**src/rtl/rc4_pkg.sv**
```systemverilog
// Shared types and constants for the RC4 key-search controller and its helpers.
package rc4_pkg;

   localparam int         S_SIZE     = 256;
   localparam logic [7:0] CHAR_SPACE = 8'h20;
   localparam logic [7:0] CHAR_A     = 8'h61;
   localparam logic [7:0] CHAR_Z     = 8'h7A;

   typedef enum logic [4:0] {
      IDLE,
      INIT,
      KSA_RD_I, KSA_WT_I, KSA_RD_J, KSA_WT_J, KSA_WR_I, KSA_WR_J,
      PR_RD_I,  PR_WT_I,  PR_RD_J,  PR_WT_J,  PR_WR_I,  PR_WR_J,
      PR_RD_F,  PR_WT_F,  PR_WR_D,
      CHECK,
      DONE
   } state_t;

endpackage

```
**src/rtl/rc4_key_search_if.sv**
```systemverilog
// Control and memory bus between the top-level controller, the key-search block and
// its three external single-port memories (S RAM, ciphertext ROM, plaintext RAM).
interface rc4_key_search_if #(
   parameter int KEY_BYTES = 3,
   parameter int ADDR_W    = 8
);
   logic                   start;
   logic                   abort;
   logic [8*KEY_BYTES-1:0] key_start;
   logic [8*KEY_BYTES-1:0] key_end;
   logic                   busy;
   logic                   done;
   logic                   found;
   logic [8*KEY_BYTES-1:0] key_out;

   logic [ADDR_W-1:0]      s_address;
   logic [7:0]             s_data;
   logic                   s_wren;
   logic [7:0]             s_q;
   logic [ADDR_W-1:0]      rom_address;
   logic [7:0]             rom_q;
   logic [ADDR_W-1:0]      dec_address;
   logic [7:0]             dec_data;
   logic                   dec_wren;

   modport master (
      output start, abort, key_start, key_end, s_q, rom_q,
      input  busy, done, found, key_out,
      input  s_address, s_data, s_wren, rom_address, dec_address, dec_data, dec_wren
   );

   modport slave (
      input  start, abort, key_start, key_end, s_q, rom_q,
      output busy, done, found, key_out,
      output s_address, s_data, s_wren, rom_address, dec_address, dec_data, dec_wren
   );
endinterface

```
**src/rtl/rc4_char_check.sv**
```systemverilog
// Combinational plaintext filter: a byte is acceptable if it is a space or 'a'..'z'.
module rc4_char_check
   import rc4_pkg::*;
(
   input  logic [7:0] char_in,
   output logic       char_ok
);

   assign char_ok = (char_in == CHAR_SPACE) ||
                    ((char_in >= CHAR_A) && (char_in <= CHAR_Z));

endmodule

```
**src/rtl/rc4_key_search.sv**
```systemverilog
// RC4 brute-force key search: S-init, key schedule and PRGA decrypt per candidate key.
// Build option RC4_EARLY_ABORT_EN rejects a candidate at its first invalid plaintext byte.
//
// state    | meaning
// IDLE     | waiting for start; address outputs held at 0
// INIT     | S[i] = i, one write per cycle
// KSA_*    | key schedule: read S[i], wait, read S[j], wait, write S[i], write S[j]
// PR_*     | PRGA: read S[i], wait, read S[j], wait, swap (2 writes), read S[f]+rom[k], wait, write dec[k]
// CHECK    | accept candidate, stop at end of range, or advance to next key
// DONE     | one-cycle done pulse, results held
module rc4_key_search
   import rc4_pkg::*;
#(
   parameter int KEY_BYTES      = 3,
   parameter int MESSAGE_LENGTH = 32,
   parameter int ADDR_W         = 8
)
(
   input  logic             clock,
   input  logic             reset,
   rc4_key_search_if.slave  bus
);

   localparam int                KW       = 8*KEY_BYTES;
   localparam int                KIDX_W   = (KEY_BYTES > 1) ? $clog2(KEY_BYTES) : 1;
   localparam logic [7:0]        LAST_I   = 8'(S_SIZE-1);
   localparam logic [7:0]        LAST_K   = 8'(MESSAGE_LENGTH-1);
   localparam logic [KIDX_W-1:0] LAST_KIX = KIDX_W'(KEY_BYTES-1);

   state_t            state_q, state_d;
   logic [7:0]        i_q, i_d, j_q, j_d, k_q, k_d;
   logic [7:0]        si_q, si_d, sj_q, sj_d;
   logic [KIDX_W-1:0] kidx_q, kidx_d;
   logic [KW-1:0]     cand_q, cand_d, end_q, end_d, key_out_q, key_out_d;
   logic              found_q, found_d, ok_q, ok_d;

   logic [7:0]        key_byte, f_idx, dec_byte;
   logic              char_ok, last_byte, busy;
   logic [ADDR_W-1:0] s_addr, rom_addr, dec_addr;
   logic [7:0]        s_wdata, dec_wdata;
   logic              s_we, dec_we;

   rc4_char_check u_char_check (
      .char_in (dec_byte),
      .char_ok (char_ok)
   );

   // key byte 0 is the most significant byte of the candidate
   always_comb begin
      key_byte = 8'h00;
      for (int b = 0; b < KEY_BYTES; b++) begin
         if (kidx_q == KIDX_W'(b)) key_byte = cand_q[8*(KEY_BYTES-b)-1 -: 8];
      end
   end

   assign f_idx    = si_q + sj_q;
   assign dec_byte = bus.s_q ^ bus.rom_q;
   assign busy     = (state_q != IDLE) && (state_q != DONE);

`ifdef RC4_EARLY_ABORT_EN
   assign last_byte = (k_q == LAST_K) || !char_ok;
`else
   assign last_byte = (k_q == LAST_K);
`endif

   always_comb begin
      state_d   = state_q;
      i_d       = i_q;
      j_d       = j_q;
      k_d       = k_q;
      si_d      = si_q;
      sj_d      = sj_q;
      kidx_d    = kidx_q;
      cand_d    = cand_q;
      end_d     = end_q;
      key_out_d = key_out_q;
      found_d   = found_q;
      ok_d      = ok_q;
      s_addr    = '0;
      s_wdata   = 8'h00;
      s_we      = 1'b0;
      rom_addr  = '0;
      dec_addr  = '0;
      dec_wdata = 8'h00;
      dec_we    = 1'b0;

      case (state_q)
         IDLE: begin
            if (bus.start) begin
               cand_d  = bus.key_start;
               end_d   = bus.key_end;
               found_d = 1'b0;
               if (bus.key_start > bus.key_end) begin
                  key_out_d = bus.key_start;
                  state_d   = DONE;
               end else begin
                  key_out_d = '0;
                  i_d       = 8'h00;
                  state_d   = INIT;
               end
            end
         end
         INIT: begin
            s_addr  = ADDR_W'(i_q);
            s_wdata = i_q;
            s_we    = 1'b1;
            i_d     = i_q + 8'd1;
            if (i_q == LAST_I) begin
               j_d     = 8'h00;
               kidx_d  = '0;
               state_d = KSA_RD_I;
            end
         end
         KSA_RD_I, KSA_WT_I: begin
            s_addr  = ADDR_W'(i_q);
            state_d = (state_q == KSA_RD_I) ? KSA_WT_I : KSA_RD_J;
         end
         KSA_RD_J: begin
            si_d    = bus.s_q;
            j_d     = j_q + bus.s_q + key_byte;
            s_addr  = ADDR_W'(j_d);
            kidx_d  = (kidx_q == LAST_KIX) ? '0 : kidx_q + KIDX_W'(1);
            state_d = KSA_WT_J;
         end
         KSA_WT_J, PR_WT_J: begin
            s_addr  = ADDR_W'(j_q);
            state_d = (state_q == KSA_WT_J) ? KSA_WR_I : PR_WR_I;
         end
         KSA_WR_I, PR_WR_I: begin
            s_addr  = ADDR_W'(i_q);
            s_wdata = bus.s_q;
            s_we    = 1'b1;
            sj_d    = bus.s_q;
            state_d = (state_q == KSA_WR_I) ? KSA_WR_J : PR_WR_J;
         end
         KSA_WR_J: begin
            s_addr  = ADDR_W'(j_q);
            s_wdata = si_q;
            s_we    = 1'b1;
            i_d     = i_q + 8'd1;
            if (i_q == LAST_I) begin
               j_d     = 8'h00;
               k_d     = 8'h00;
               ok_d    = 1'b1;
               state_d = PR_RD_I;
            end else begin
               state_d = KSA_RD_I;
            end
         end
         PR_RD_I: begin
            i_d     = i_q + 8'd1;
            s_addr  = ADDR_W'(i_d);
            state_d = PR_WT_I;
         end
         PR_WT_I: begin
            s_addr  = ADDR_W'(i_q);
            state_d = PR_RD_J;
         end
         PR_RD_J: begin
            si_d    = bus.s_q;
            j_d     = j_q + bus.s_q;
            s_addr  = ADDR_W'(j_d);
            state_d = PR_WT_J;
         end
         PR_WR_J: begin
            s_addr  = ADDR_W'(j_q);
            s_wdata = si_q;
            s_we    = 1'b1;
            state_d = PR_RD_F;
         end
         PR_RD_F, PR_WT_F: begin
            s_addr   = ADDR_W'(f_idx);
            rom_addr = ADDR_W'(k_q);
            state_d  = (state_q == PR_RD_F) ? PR_WT_F : PR_WR_D;
         end
         PR_WR_D: begin
            dec_addr  = ADDR_W'(k_q);
            dec_wdata = dec_byte;
            dec_we    = 1'b1;
            ok_d      = ok_q & char_ok;
            k_d       = k_q + 8'd1;
            state_d   = last_byte ? CHECK : PR_RD_I;
         end
         CHECK: begin
            if (ok_q) begin
               found_d   = 1'b1;
               key_out_d = cand_q;
               state_d   = DONE;
            end else if (cand_q == end_q) begin
               key_out_d = cand_q;
               state_d   = DONE;
            end else begin
               cand_d  = cand_q + KW'(1);
               i_d     = 8'h00;
               state_d = INIT;
            end
         end
         DONE:    state_d = IDLE;
         default: state_d = IDLE;
      endcase

      // abort overrides every busy-state decision; the write issued this cycle still lands
      if (busy && bus.abort) begin
         found_d   = 1'b0;
         key_out_d = cand_q;
         state_d   = DONE;
      end
   end

   always_ff @(posedge clock) begin
      if (reset) begin
         state_q   <= IDLE;
         i_q       <= 8'h00;
         j_q       <= 8'h00;
         k_q       <= 8'h00;
         si_q      <= 8'h00;
         sj_q      <= 8'h00;
         kidx_q    <= '0;
         cand_q    <= '0;
         end_q     <= '0;
         key_out_q <= '0;
         found_q   <= 1'b0;
         ok_q      <= 1'b0;
      end else begin
         state_q   <= state_d;
         i_q       <= i_d;
         j_q       <= j_d;
         k_q       <= k_d;
         si_q      <= si_d;
         sj_q      <= sj_d;
         kidx_q    <= kidx_d;
         cand_q    <= cand_d;
         end_q     <= end_d;
         key_out_q <= key_out_d;
         found_q   <= found_d;
         ok_q      <= ok_d;
      end
   end

   assign bus.busy        = busy;
   assign bus.done        = (state_q == DONE);
   assign bus.found       = found_q;
   assign bus.key_out     = key_out_q;
   assign bus.s_address   = s_addr;
   assign bus.s_data      = s_wdata;
   assign bus.s_wren      = s_we;
   assign bus.rom_address = rom_addr;
   assign bus.dec_address = dec_addr;
   assign bus.dec_data    = dec_wdata;
   assign bus.dec_wren    = dec_we;

endmodule

```
**src/flat_wrapper.sv**
```systemverilog
// flat-port wrapper written by rule: the top's interface ports become plain ports
module rc4_key_search_flat import rc4_pkg::*;
#(
   parameter int KEY_BYTES      = 3,
   parameter int MESSAGE_LENGTH = 32,
   parameter int ADDR_W         = 8
)
  (clock, reset, bus_start, bus_abort, bus_key_start, bus_key_end, bus_s_q, bus_rom_q, bus_busy, bus_done, bus_found, bus_key_out, bus_s_address, bus_s_data, bus_s_wren, bus_rom_address, bus_dec_address, bus_dec_data, bus_dec_wren);
  rc4_key_search_if #(.KEY_BYTES(KEY_BYTES), .ADDR_W(ADDR_W)) bus_i ();
  input  logic clock;
  input  logic reset;
  input wire logic [$bits(bus_i.start)-1:0] bus_start;
  input wire logic [$bits(bus_i.abort)-1:0] bus_abort;
  input wire logic [$bits(bus_i.key_start)-1:0] bus_key_start;
  input wire logic [$bits(bus_i.key_end)-1:0] bus_key_end;
  input wire logic [$bits(bus_i.s_q)-1:0] bus_s_q;
  input wire logic [$bits(bus_i.rom_q)-1:0] bus_rom_q;
  output wire logic [$bits(bus_i.busy)-1:0] bus_busy;
  output wire logic [$bits(bus_i.done)-1:0] bus_done;
  output wire logic [$bits(bus_i.found)-1:0] bus_found;
  output wire logic [$bits(bus_i.key_out)-1:0] bus_key_out;
  output wire logic [$bits(bus_i.s_address)-1:0] bus_s_address;
  output wire logic [$bits(bus_i.s_data)-1:0] bus_s_data;
  output wire logic [$bits(bus_i.s_wren)-1:0] bus_s_wren;
  output wire logic [$bits(bus_i.rom_address)-1:0] bus_rom_address;
  output wire logic [$bits(bus_i.dec_address)-1:0] bus_dec_address;
  output wire logic [$bits(bus_i.dec_data)-1:0] bus_dec_data;
  output wire logic [$bits(bus_i.dec_wren)-1:0] bus_dec_wren;
  assign bus_i.start = bus_start;
  assign bus_i.abort = bus_abort;
  assign bus_i.key_start = bus_key_start;
  assign bus_i.key_end = bus_key_end;
  assign bus_i.s_q = bus_s_q;
  assign bus_i.rom_q = bus_rom_q;
  assign bus_busy = bus_i.busy;
  assign bus_done = bus_i.done;
  assign bus_found = bus_i.found;
  assign bus_key_out = bus_i.key_out;
  assign bus_s_address = bus_i.s_address;
  assign bus_s_data = bus_i.s_data;
  assign bus_s_wren = bus_i.s_wren;
  assign bus_rom_address = bus_i.rom_address;
  assign bus_dec_address = bus_i.dec_address;
  assign bus_dec_data = bus_i.dec_data;
  assign bus_dec_wren = bus_i.dec_wren;
  rc4_key_search #(.KEY_BYTES(KEY_BYTES), .MESSAGE_LENGTH(MESSAGE_LENGTH), .ADDR_W(ADDR_W)) u_core (.clock(clock), .reset(reset), .bus(bus_i));
endmodule
```
**config.mk**
```make
export PLATFORM = sky130hd
export DESIGN_NAME = rc4_key_search_flat
export DESIGN_NICKNAME = d
export VERILOG_FILES = /design/src/rtl/rc4_pkg.sv /design/src/rtl/rc4_key_search_if.sv /design/src/rtl/rc4_char_check.sv /design/src/rtl/rc4_key_search.sv /design/src/flat_wrapper.sv
export SDC_FILE = /design/constraint.sdc
export NUM_CORES = 1
export LEC_CHECK = 0
export ABC_CLOCK_PERIOD_IN_PS = 4300
export CAP_MARGIN = 20
export CORE_UTILIZATION = 50
export CTS_CLUSTER_DIAMETER = 120
export DETAILED_ROUTE_END_ITERATION = 10
export PLACE_DENSITY = 0.76
export SLEW_MARGIN = 10
export SYNTH_ARGS = -nofsm -noshare
export SYNTH_HDL_FRONTEND = slang
export SYNTH_SLANG_ARGS = --single-unit
```
**constraint.sdc**
```tcl
create_clock -name clock -period 4.3 [get_ports clock]
set_input_delay 0.645 -clock clock [delete_from_list [all_inputs] [get_ports clock]]
set_output_delay 0.645 -clock clock [all_outputs]
set_load 0.02 [all_outputs]
```
==> results.py <==
metrics = {
    "outcome": {
        "status": "complete, no violations",
    },
    "logic_synthesis": {
        "yosys_most_used_dff": "dfxtp_1",
        "synthDistinctLibCells": 69,
        "syn_inst": 1118,
        "syn_nets": 1237,
        "yosys_warnings": 0,
        "synth_async_sr_flop_share_pct": 0,
        "netlist_area_sq_um": 8358,
        "synth_edf_count": 0,
        "synth_seq_cells": 121,
        "synth_seq_area_share_pct": 28.98,
        "avgSynthCellArea_sq_um": 7.476,
    },
    "place": {
        "dp_hpwl_um": 19770,
        "place.gp.congestion": 0.9029,
        "numPortBuffers": 136,
    },
    "worst_setup_path": {
        "crit_arrival_ps": 3550,
        "crit_type": "in2out",
        "worstPathMaxFanout": 4,
        "r2r_cells": 9,
        "endpoint_kind": "output pin",
        "cp-start-kind": "primary input",
        "worst_ep_required_time_ps": 3650,
    },
    "power": {
        "power_frac_comb_pct": 48.1,
        "powerDensity_nw_per_um2": 582.0,
        "ir_drop_uv": 331.8,
        "power_frac_clock_pct": 25.2,
        "switching_power_mw": 2.717,
        "p_leak_nw": 4.431,
        "p_int_mw": 3.499,
        "power.share.switching_pct": 43.71,
        "power_frac_seq_pct": 26.7,
    },
    "global_route": {
        "grt_pass1_wl_um": 42790,
        "grt_antenna_before_repair": 0,
        "grt.total_usage_pct": 31.09,
        "first_global_vias": 8172,
        "grt_overflow": 0,
        "grt_max_degree": 95,
    },
    "hold_path": {
        "hold_class": "reg2reg",
        "min_path_cells": 2,
    },
    "job": {
        "cap_violations": 0,
    },
    "layout": {
        "layout_commonest_cell": "nand2_1",
        "drive_gt1_share_pct": 9.539,
        "mostFrequentLayoutCells": "nand2_1, clkdlybuf4s50_1, dfxtp_1",
        "areaGrowthSynthToFinish_pct": 27.80,
        "final_util_pct": 66.28,
        "layout.nets": 1364,
        "num_antenna_cells": 0,
    },
    "detailed_routing": {
        "wl_per_cell_um": 18.26,
        "vias_per_cell": 6.131,
        "drc_errors": 0,
        "vias": 9037,
        "finalWirelength_um": 26910,
        "antenna_left": 0,
        "first_pass_iters": 7,
        "drt-initial-drc-count": 1012,
    },
    "clocking": {
        "root_buffer": "clkbuf_16",
        "cts_tree": "yes",
        "clockBufferDepth": 2,
        "clock-sinks": 121,
        "htree_levels": 4,
        "cts_made_buffers": 17,
        "cts_setup_buffers": 0,
        "clk_pin_slew_ps": 60,
        "clkLatencyLatePin_ps": 430,
        "cts-hold-fix-buffers": 0,
    },
    "timing": {
        "worst_pin_slew_ps": 1165,
        "setup_tns_ps": 0,
        "finalCritPeriodShare_pct": 97.57,
        "setup_viol": 0,
        "slew_violations": 0,
        "rsz0062_at_grt": "false",
        "max_freq_mhz": 238.3,
        "slew_headroom_pct": 22.22,
        "finalHoldViolations": 0,
        "fin_crit_ps": 4196,
        "finClkSkew_ps": 9.493,
    },
    "floorplan": {
        "die_x_um": 131.3,
        "num_rows": 46,
        "die_area_sq_um": 17240,
        "core_sq_um": 16120,
        "start_util_pct": 51.86,
        "io_pins": 137,
        "die_y_um": 131.3,
    },
}
-- cell usage after synthesis (4+ instances only) --
library cell  number  area (sq um)
nand2b_1           7         43.79
a22o_1             4         35.03
a222oi_1          10         100.1
a22oi_1           10         75.07
a21o_1            16         120.1
mux2i_1           10         100.1
and3_1            32         200.2
buf_2             20         100.1
and2_1            12         75.07
nor2b_1            7         43.79
nor2_1            73         274.0
nor3_1            71         355.3
nor4_1            11         68.82
ha_1              48         600.6
a211oi_2           6         75.07
a31oi_1            5         31.28
a211oi_1          11         82.58
o21ai_0           51         255.2
clkbuf_1          43         161.4
o31ai_1            6         45.04
nor3_2             5         50.05
nand2_1          170         638.1
or3_1              5         31.28
xnor2_1           28         245.2
a221oi_1          30         262.8
xor2_1            32         280.3
inv_1             45         168.9
buf_4              7         52.55
a21oi_1          112         560.5
dfxtp_1          121          2422
nand3_1           35         175.2
nand4_1            6         37.54
o22ai_1            4         25.02
-- registers in the layout, indices dropped and copies added, names as in the netlist, 5 cells and up --
signal	count
u_core.k_q	8
u_core.state_q	5
u_core.cand_q	24
u_core.bus.key_out	24
u_core.end_q	24
u_core.j_q	8
u_core.i_q	8
u_core.sj_q	8
u_core.si_q	8
-- cells by family after synthesis --
kind of cell | Yosys count | share of synthesized area, %
xor gates and xnor gates | 60 | 6.287
muxes | 10 | 1.198
AOI/OAI and AO/OA | 299 | 23.50
and+or+nand+nor | 453 | 25.67
buffers and inverters | 124 | 6.452
adders and majority gates | 51 | 7.904
DFF | 121 | 28.98
-- final timing paths --
kind                                   startpoint                endpoint  slack (ps)
worst max register to register  u_core.state_q[2]  u_core.bus.key_out[15]         980
worst max-delay path                   bus_s_q[2]        bus_s_address[5]         100
worst min-delay path               u_core.sj_q[0]          u_core.sj_q[0]         470
worst min register to register     u_core.sj_q[0]          u_core.sj_q[0]         470
-- power by group through the flow --
stage	Sequential (mW)	Combinational, mW	Clock (mW)
global placement	1.66	2.84	0
global route	1.69	3.23	1.62
finish	1.66	2.99	1.57
floorplan	1.61	1.97	0
CTS	1.65	2.92	1.57
detailed placement	1.67	2.88	0
-- routing by layer --
layer | wire length [um] | global-route usage (%) | vias to the layer above
met4 | 514 | 10.59 | 0
met3 | 2342 | 6.057 | 47
met5 | 0 | 0 | -
met2 | 12640 | 50.68 | 429
met1 | 11420 | 40.95 | 4296
li1 | - | - | 4265
-- worst max-delay path: stages --
cell	delay, ps
clkdlybuf4s50_1	500
ha_1	420
xor2_2	210
ha_1	330
buf_4	140
o211ai_1	290
a21oi_2	140
xnor2_1	160
a21o_1	210
a21oi_2	190
nand3_1	120
buf_2	180
-- repair_timing --
action,in CTS,in global routing
setup endpoints to repair,5,6
pin swaps,0,9
endpoints found under the hold margin,0,0
gates resized for setup,22,8
-- per-stage QoR --
step | area (sq um) | power (mW) | worst slack, ps | hold slack, ps | instances
after detailed placement | 9990 | 4.554 | -637.4 | 457.4 | 1442
final | 10680 | 6.216 | 104.4 | 469.2 | 1474
after CTS | 10640 | 6.138 | -6.266 | 467.6 | 1474
after global placement | 9990 | 4.503 | -566.1 | 453.4 | 1442
after global routing | 10680 | 6.546 | 20.27 | 484.6 | 1474
after floorplan | 8358 | 3.580 | 523.8 | 440.6 | 1118
-- final cells by class --
class | count | area [sq um]
clock buffers | 17 | 425.4
clock inverters | 15 | 214.0
fillers | 1421 | 5434
inverters | 48 | 180.2
multi-input cells | 873 | 5459
flip-flops and latches | 121 | 2422
well taps | 216 | 270.3
repair buffers | 184 | 1710
Power figures use the tool's default switching activity.
==> variant 1: new RTL, same settings <==
`ADDR_W` is set to 8 in 3 places; all go to 7.
--- a/src/rtl/rc4_key_search_if.sv
+++ b/src/rtl/rc4_key_search_if.sv
@@ -2,7 +2,7 @@
 // its three external single-port memories (S RAM, ciphertext ROM, plaintext RAM).
 interface rc4_key_search_if #(
    parameter int KEY_BYTES = 3,
-   parameter int ADDR_W    = 8
+   parameter int ADDR_W    = 7
 );
    logic                   start;
    logic                   abort;
--- a/src/rtl/rc4_key_search.sv
+++ b/src/rtl/rc4_key_search.sv
@@ -13,7 +13,7 @@
 #(
    parameter int KEY_BYTES      = 3,
    parameter int MESSAGE_LENGTH = 32,
-   parameter int ADDR_W         = 8
+   parameter int ADDR_W         = 7
 )
 (
    input  logic             clock,
--- a/src/flat_wrapper.sv
+++ b/src/flat_wrapper.sv
@@ -3,7 +3,7 @@
 #(
    parameter int KEY_BYTES      = 3,
    parameter int MESSAGE_LENGTH = 32,
-   parameter int ADDR_W         = 8
+   parameter int ADDR_W         = 7
 )
   (clock, reset, bus_start, bus_abort, bus_key_start, bus_key_end, bus_s_q, bus_rom_q, bus_busy, bus_done, bus_found, bus_key_out, bus_s_address, bus_s_data, bus_s_wren, bus_rom_address, bus_dec_address, bus_dec_data, bus_dec_wren);
   rc4_key_search_if #(.KEY_BYTES(KEY_BYTES), .ADDR_W(ADDR_W)) bus_i ();
Ports: changed (resized bus_dec_address, bus_rom_address and bus_s_address); port bits go from 137 to 134. No check against the original RTL was run, so the function may have changed too.
==> variant 1 against the unedited design <==
- sequential cell count decreased by 2
- cell area decreased by 1.4%
- core utilization decreased by 2.6 points
- clock skew decreased by 0.60 ps
- setup slack improved by 120 ps
- routed wire length decreased by 2.6%
- clock power decreased by 8%
- largest power group unchanged
- count of clock-buffer cells in the layout unchanged
- synthesized cell count decreased by 2.1%
- first-iteration DRC count decreased by 15%
- area after synthesis increased by 0.54%
- power decreased by 0.55%
==> variant 1: results (changes against the unedited design) <==
\begin{tabular}{lr}
\hline
Metric & Value \\
\hline
\multicolumn{2}{l}{\textbf{Final layout}} \\
\quad Comb\_multi\_in & 832 (-4.7\%) \\
\quad Number of filler cells placed in the layout & 1,408 (-0.91\%) \\
\multicolumn{2}{l}{\textbf{Synth}} \\
\quad Flip-flop and latch count after synthesis & 119 (-1.7\%) \\
\quad Multiplexer fraction of the synthesized cell area & 0.0203 (+0.00827) \\
\multicolumn{2}{l}{\textbf{Power and ir drop}} \\
\quad Leakage dissipation & 4.25 nW (-4.0\%) \\
\quad Portion of total power attributed to combinational logic & 0.494 (+0.013) \\
\quad Net Sw Frac & 0.446 (+0.00896) \\
\multicolumn{2}{l}{\textbf{Place}} \\
\quad Area after DPL & 9940 um\^{}2 (-0.51\%) \\
\quad Final weighted congestion in routability-driven placement & 0.897 (-0.62\%) \\
\quad Post-placement setup slack & -681 ps (-43.6 ps) \\
\multicolumn{2}{l}{\textbf{Drt}} \\
\quad Met3 WL & 2180 um (-6.9\%) \\
\quad Iteration count of the initial detailed-routing pass & 8 (+1) \\
\quad Iteration-0 DRC Markers & 863 (-15\%) \\
\multicolumn{2}{l}{\textbf{Setup path}} \\
\quad Standard cell with the maximum stage delay on the critical path & sky130\_fd\_sc\_hd\_\_fa\_1 \\
\quad Maximum fanout count along the critical path & 5 (+1) \\
\quad Critical R2R Launch & u\_core.state\_q[0] \\
\quad Setup crit start & bus\_s\_q[0] \\
\quad Endpoint of the worst register-to-register path & u\_core.bus.key\_out[13] \\
\quad CP top delay family & adder cells \\
\multicolumn{2}{l}{\textbf{Hold path}} \\
\quad Destination of the worst hold path & u\_core.si\_q[7] \\
\quad Hold Startpoint & u\_core.si\_q[7] \\
\multicolumn{2}{l}{\textbf{CTS}} \\
\quad Count of instances resized after the clock tree is built & 9 (-59\%) \\
\multicolumn{2}{l}{\textbf{STA}} \\
\quad Setup clock skew after layout & 8.89 ps (-0.604 ps) \\
\quad Worst hold slack & 455 ps (-14.7 ps) \\
\multicolumn{2}{l}{\textbf{Run status}} \\
\quad Result of the run & finished, final reports clean \\
\multicolumn{2}{l}{\textbf{Global routing}} \\
\quad Global routing usage summed across all routing layers & 0.307 (-0.00416) \\
\hline
\end{tabular}
==> variant 1: cell types whose count changed in the layout (fill, tap and decap cells not counted), moves of 8 or more <==
| cell | unedited run | this run |
|---|---|---|
| sky130_fd_sc_hd__a21oi_1 | 108 | 135 |
| sky130_fd_sc_hd__a221oi_1 | 30 | 11 |
| sky130_fd_sc_hd__a221oi_2 | 0 | 20 |
| sky130_fd_sc_hd__a31oi_1 | 5 | 13 |
| sky130_fd_sc_hd__and3_1 | 31 | 21 |
| sky130_fd_sc_hd__inv_1 | 45 | 57 |
| sky130_fd_sc_hd__nand3_1 | 35 | 23 |
| sky130_fd_sc_hd__nand4_1 | 6 | 36 |
| sky130_fd_sc_hd__nor3_1 | 71 | 14 |
| sky130_fd_sc_hd__o21ai_0 | 50 | 38 |
==> variant 1: how the worst max path moves through the flow <==
stage	cells after the start	end
finish	11	bus_s_address[6]
global route	12	bus_s_address[5]
CTS	13	bus_s_address[6]
detailed placement	11	bus_s_address[6]
global placement	11	bus_s_address[6]
floorplan	9	bus_s_address[6]
==> variant 2: new RTL, config.mk and constraints unchanged <==
Made on the original files. Take the reset off `i_q`, `j_q`, `k_q`, `si_q`, `sj_q` and `key_out_q` and load them in a clocked block of their own.
--- a/src/rtl/rc4_key_search.sv
+++ b/src/rtl/rc4_key_search.sv
@@ -210,31 +210,28 @@
    always_ff @(posedge clock) begin
       if (reset) begin
          state_q   <= IDLE;
-         i_q       <= 8'h00;
-         j_q       <= 8'h00;
-         k_q       <= 8'h00;
-         si_q      <= 8'h00;
-         sj_q      <= 8'h00;
          kidx_q    <= '0;
          cand_q    <= '0;
          end_q     <= '0;
-         key_out_q <= '0;
          found_q   <= 1'b0;
          ok_q      <= 1'b0;
       end else begin
          state_q   <= state_d;
-         i_q       <= i_d;
-         j_q       <= j_d;
-         k_q       <= k_d;
-         si_q      <= si_d;
-         sj_q      <= sj_d;
          kidx_q    <= kidx_d;
          cand_q    <= cand_d;
          end_q     <= end_d;
-         key_out_q <= key_out_d;
          found_q   <= found_d;
          ok_q      <= ok_d;
       end
+   end
+
+   always_ff @(posedge clock) begin
+      i_q       <= i_d;
+      j_q       <= j_d;
+      k_q       <= k_d;
+      si_q      <= si_d;
+      sj_q      <= sj_d;
+      key_out_q <= key_out_d;
    end
 
    assign bus.busy        = busy;
Check against the original RTL: not equivalent (a bounded check fails within 4 cycles, from zero or initial values and one cycle with reset high).
==> variant 2 against the unedited design <==
- routed wire length down 10%
- core utilization down 0.77 points
- combinational power up 3%
- critical endpoint is now bus_s_address[7]
- non-clock buffer count up 3
- area after synthesis up 2.2%
- maximum frequency up 0.38%
- setup slack better by 16 ps
- sequential power up 22%
- worst hold slack worse by 4.1 ps
- cell area up 2.1%
- sequential share of layout area up 5.4 points
- power up 6.1%
- sequential cell count unchanged
- clock power down 4%
==> variant 2: results (changes against the unedited design) <==
\begin{tabular}{lr}
\hline
Metric & Value \\
\hline
\multicolumn{2}{l}{\textbf{Run status}} \\
\quad Result of the run & finished, final reports clean \\
\multicolumn{2}{l}{\textbf{Power and ir drop}} \\
\quad Peak supply drop & 0.000329 V (-0.71\%) \\
\quad Leakage dissipation & 4.35 nW (-1.9\%) \\
\multicolumn{2}{l}{\textbf{Final layout}} \\
\quad Comb\_multi\_in & 782 (-10\%) \\
\quad Number of filler cells placed in the layout & 1,371 (-3.5\%) \\
\quad Clkbuf count & 18 (+1) \\
\quad Share of post-route cells with drive strength above 1 & 0.108 (+0.0126) \\
\quad Clock network area share & 0.0567 (-0.00316) \\
\quad Non-clock buffers & 187 (+1.6\%) \\
\quad Non-Filler Instances & 1,387 (-5.9\%) \\
\quad Area taken by multi-input logic gates & 5050 um\^{}2 (-7.4\%) \\
\quad Count of inverters not on the clock network in the layout & 45 (-6.3\%) \\
\multicolumn{2}{l}{\textbf{Synth}} \\
\quad Count of flip-flops with a built-in enable after synthesis & 64 (+64) \\
\quad Cell variety after synth & 72 (+4.3\%) \\
\quad Syn\_area\_per\_cell & 8.42 um\^{}2 (+13\%) \\
\multicolumn{2}{l}{\textbf{Setup path}} \\
\quad Slowest cell delay on critical path & 450 ps (-50 ps) \\
\quad Endpoint of the worst register-to-register path & u\_core.j\_q[0] \\
\quad Maximum fanout count along the critical path & 2 (-2) \\
\quad R2R Setup Slk & 1140 ps (+160 ps) \\
\quad Critical R2R Launch & u\_core.i\_q[0] \\
\multicolumn{2}{l}{\textbf{Drt}} \\
\quad DR vias & 8,212 (-9.1\%) \\
\multicolumn{2}{l}{\textbf{Place}} \\
\quad Post-placement setup slack & -482 ps (+155 ps) \\
\multicolumn{2}{l}{\textbf{Global routing}} \\
\quad Largest net degree at the start of global routing & 52 (-45\%) \\
\quad First-pass GRT wire length & 38,800 um (-9.2\%) \\
\multicolumn{2}{l}{\textbf{STA}} \\
\quad Setup clock skew after layout & 8.89 ps (-0.607 ps) \\
\multicolumn{2}{l}{\textbf{Hold path}} \\
\quad Hold Startpoint & u\_core.end\_q[20] \\
\hline
\end{tabular}
-- variant 2: per-layer routing --
layer	track usage	vias up	part of all wire
met2	0.462	354	0.48
met3	0.0460	47	0.065
met5	0	-	0
li1	-	3921	-
met4	0.122	0	0.030
met1	0.360	3890	0.42
-- variant 2: worst max-delay path: cells and delay by family --
family / cells / cell delay (ps)
compound gates: 7 / 1090
xor+xnor: 2 / 270
fa+ha+maj: 3 / 870
buf+inv: 2 / 640
-- variant 2: logic make-up (layout without fill, tap and decap cells) --
logic type	count (synthesis)	after routing
flip-flops	121	121
AND/OR/NAND/NOR	377	377
AO/OA/AOI/OAI	272	272
adder cells (fa/ha/maj)	51	51
multiplexers	10	10
buffers and inverters	111	264
XOR/XNOR	72	72
-- variant 2: through the flow --
step | util | hold slack [ps] | area (um^2)
detailed placement | 0.615 | 458 | 10200
global placement | 0.615 | 454 | 10200
finish | 0.655 | 465 | 10900
floorplan | - | 448 | 8540
global route | 0.655 | 462 | 10900
CTS | 0.653 | 452 | 10900
-- variant 2: power by group through the flow --
stage	sequential (W)	combinational (W)	clock (W)
3_5_place_dp	0.00202	0.00304	0
5_1_grt	0.00206	0.00334	0.00155
2_1_floorplan	0.00201	0.00193	0
6_report	0.00202	0.00308	0.00150
3_3_place_gp	0.00202	0.00299	0
4_1_cts	0.00201	0.00306	0.00151
-- variant 2: worst max-delay path by stage --
| stage | to | slack (ps) | from |
|---|---|---|---|
| 3_3_place_gp | bus_s_address[7] | -420 | bus_s_q[0] |
| 3_5_place_dp | bus_s_address[7] | -480 | bus_s_q[0] |
| 6_report | bus_s_address[7] | 120 | bus_s_q[0] |
| 5_1_grt | bus_s_address[7] | -30 | bus_s_q[1] |
| 4_1_cts | bus_s_address[7] | 40 | bus_s_q[0] |
| 2_1_floorplan | bus_s_address[5] | 510 | bus_s_q[0] |
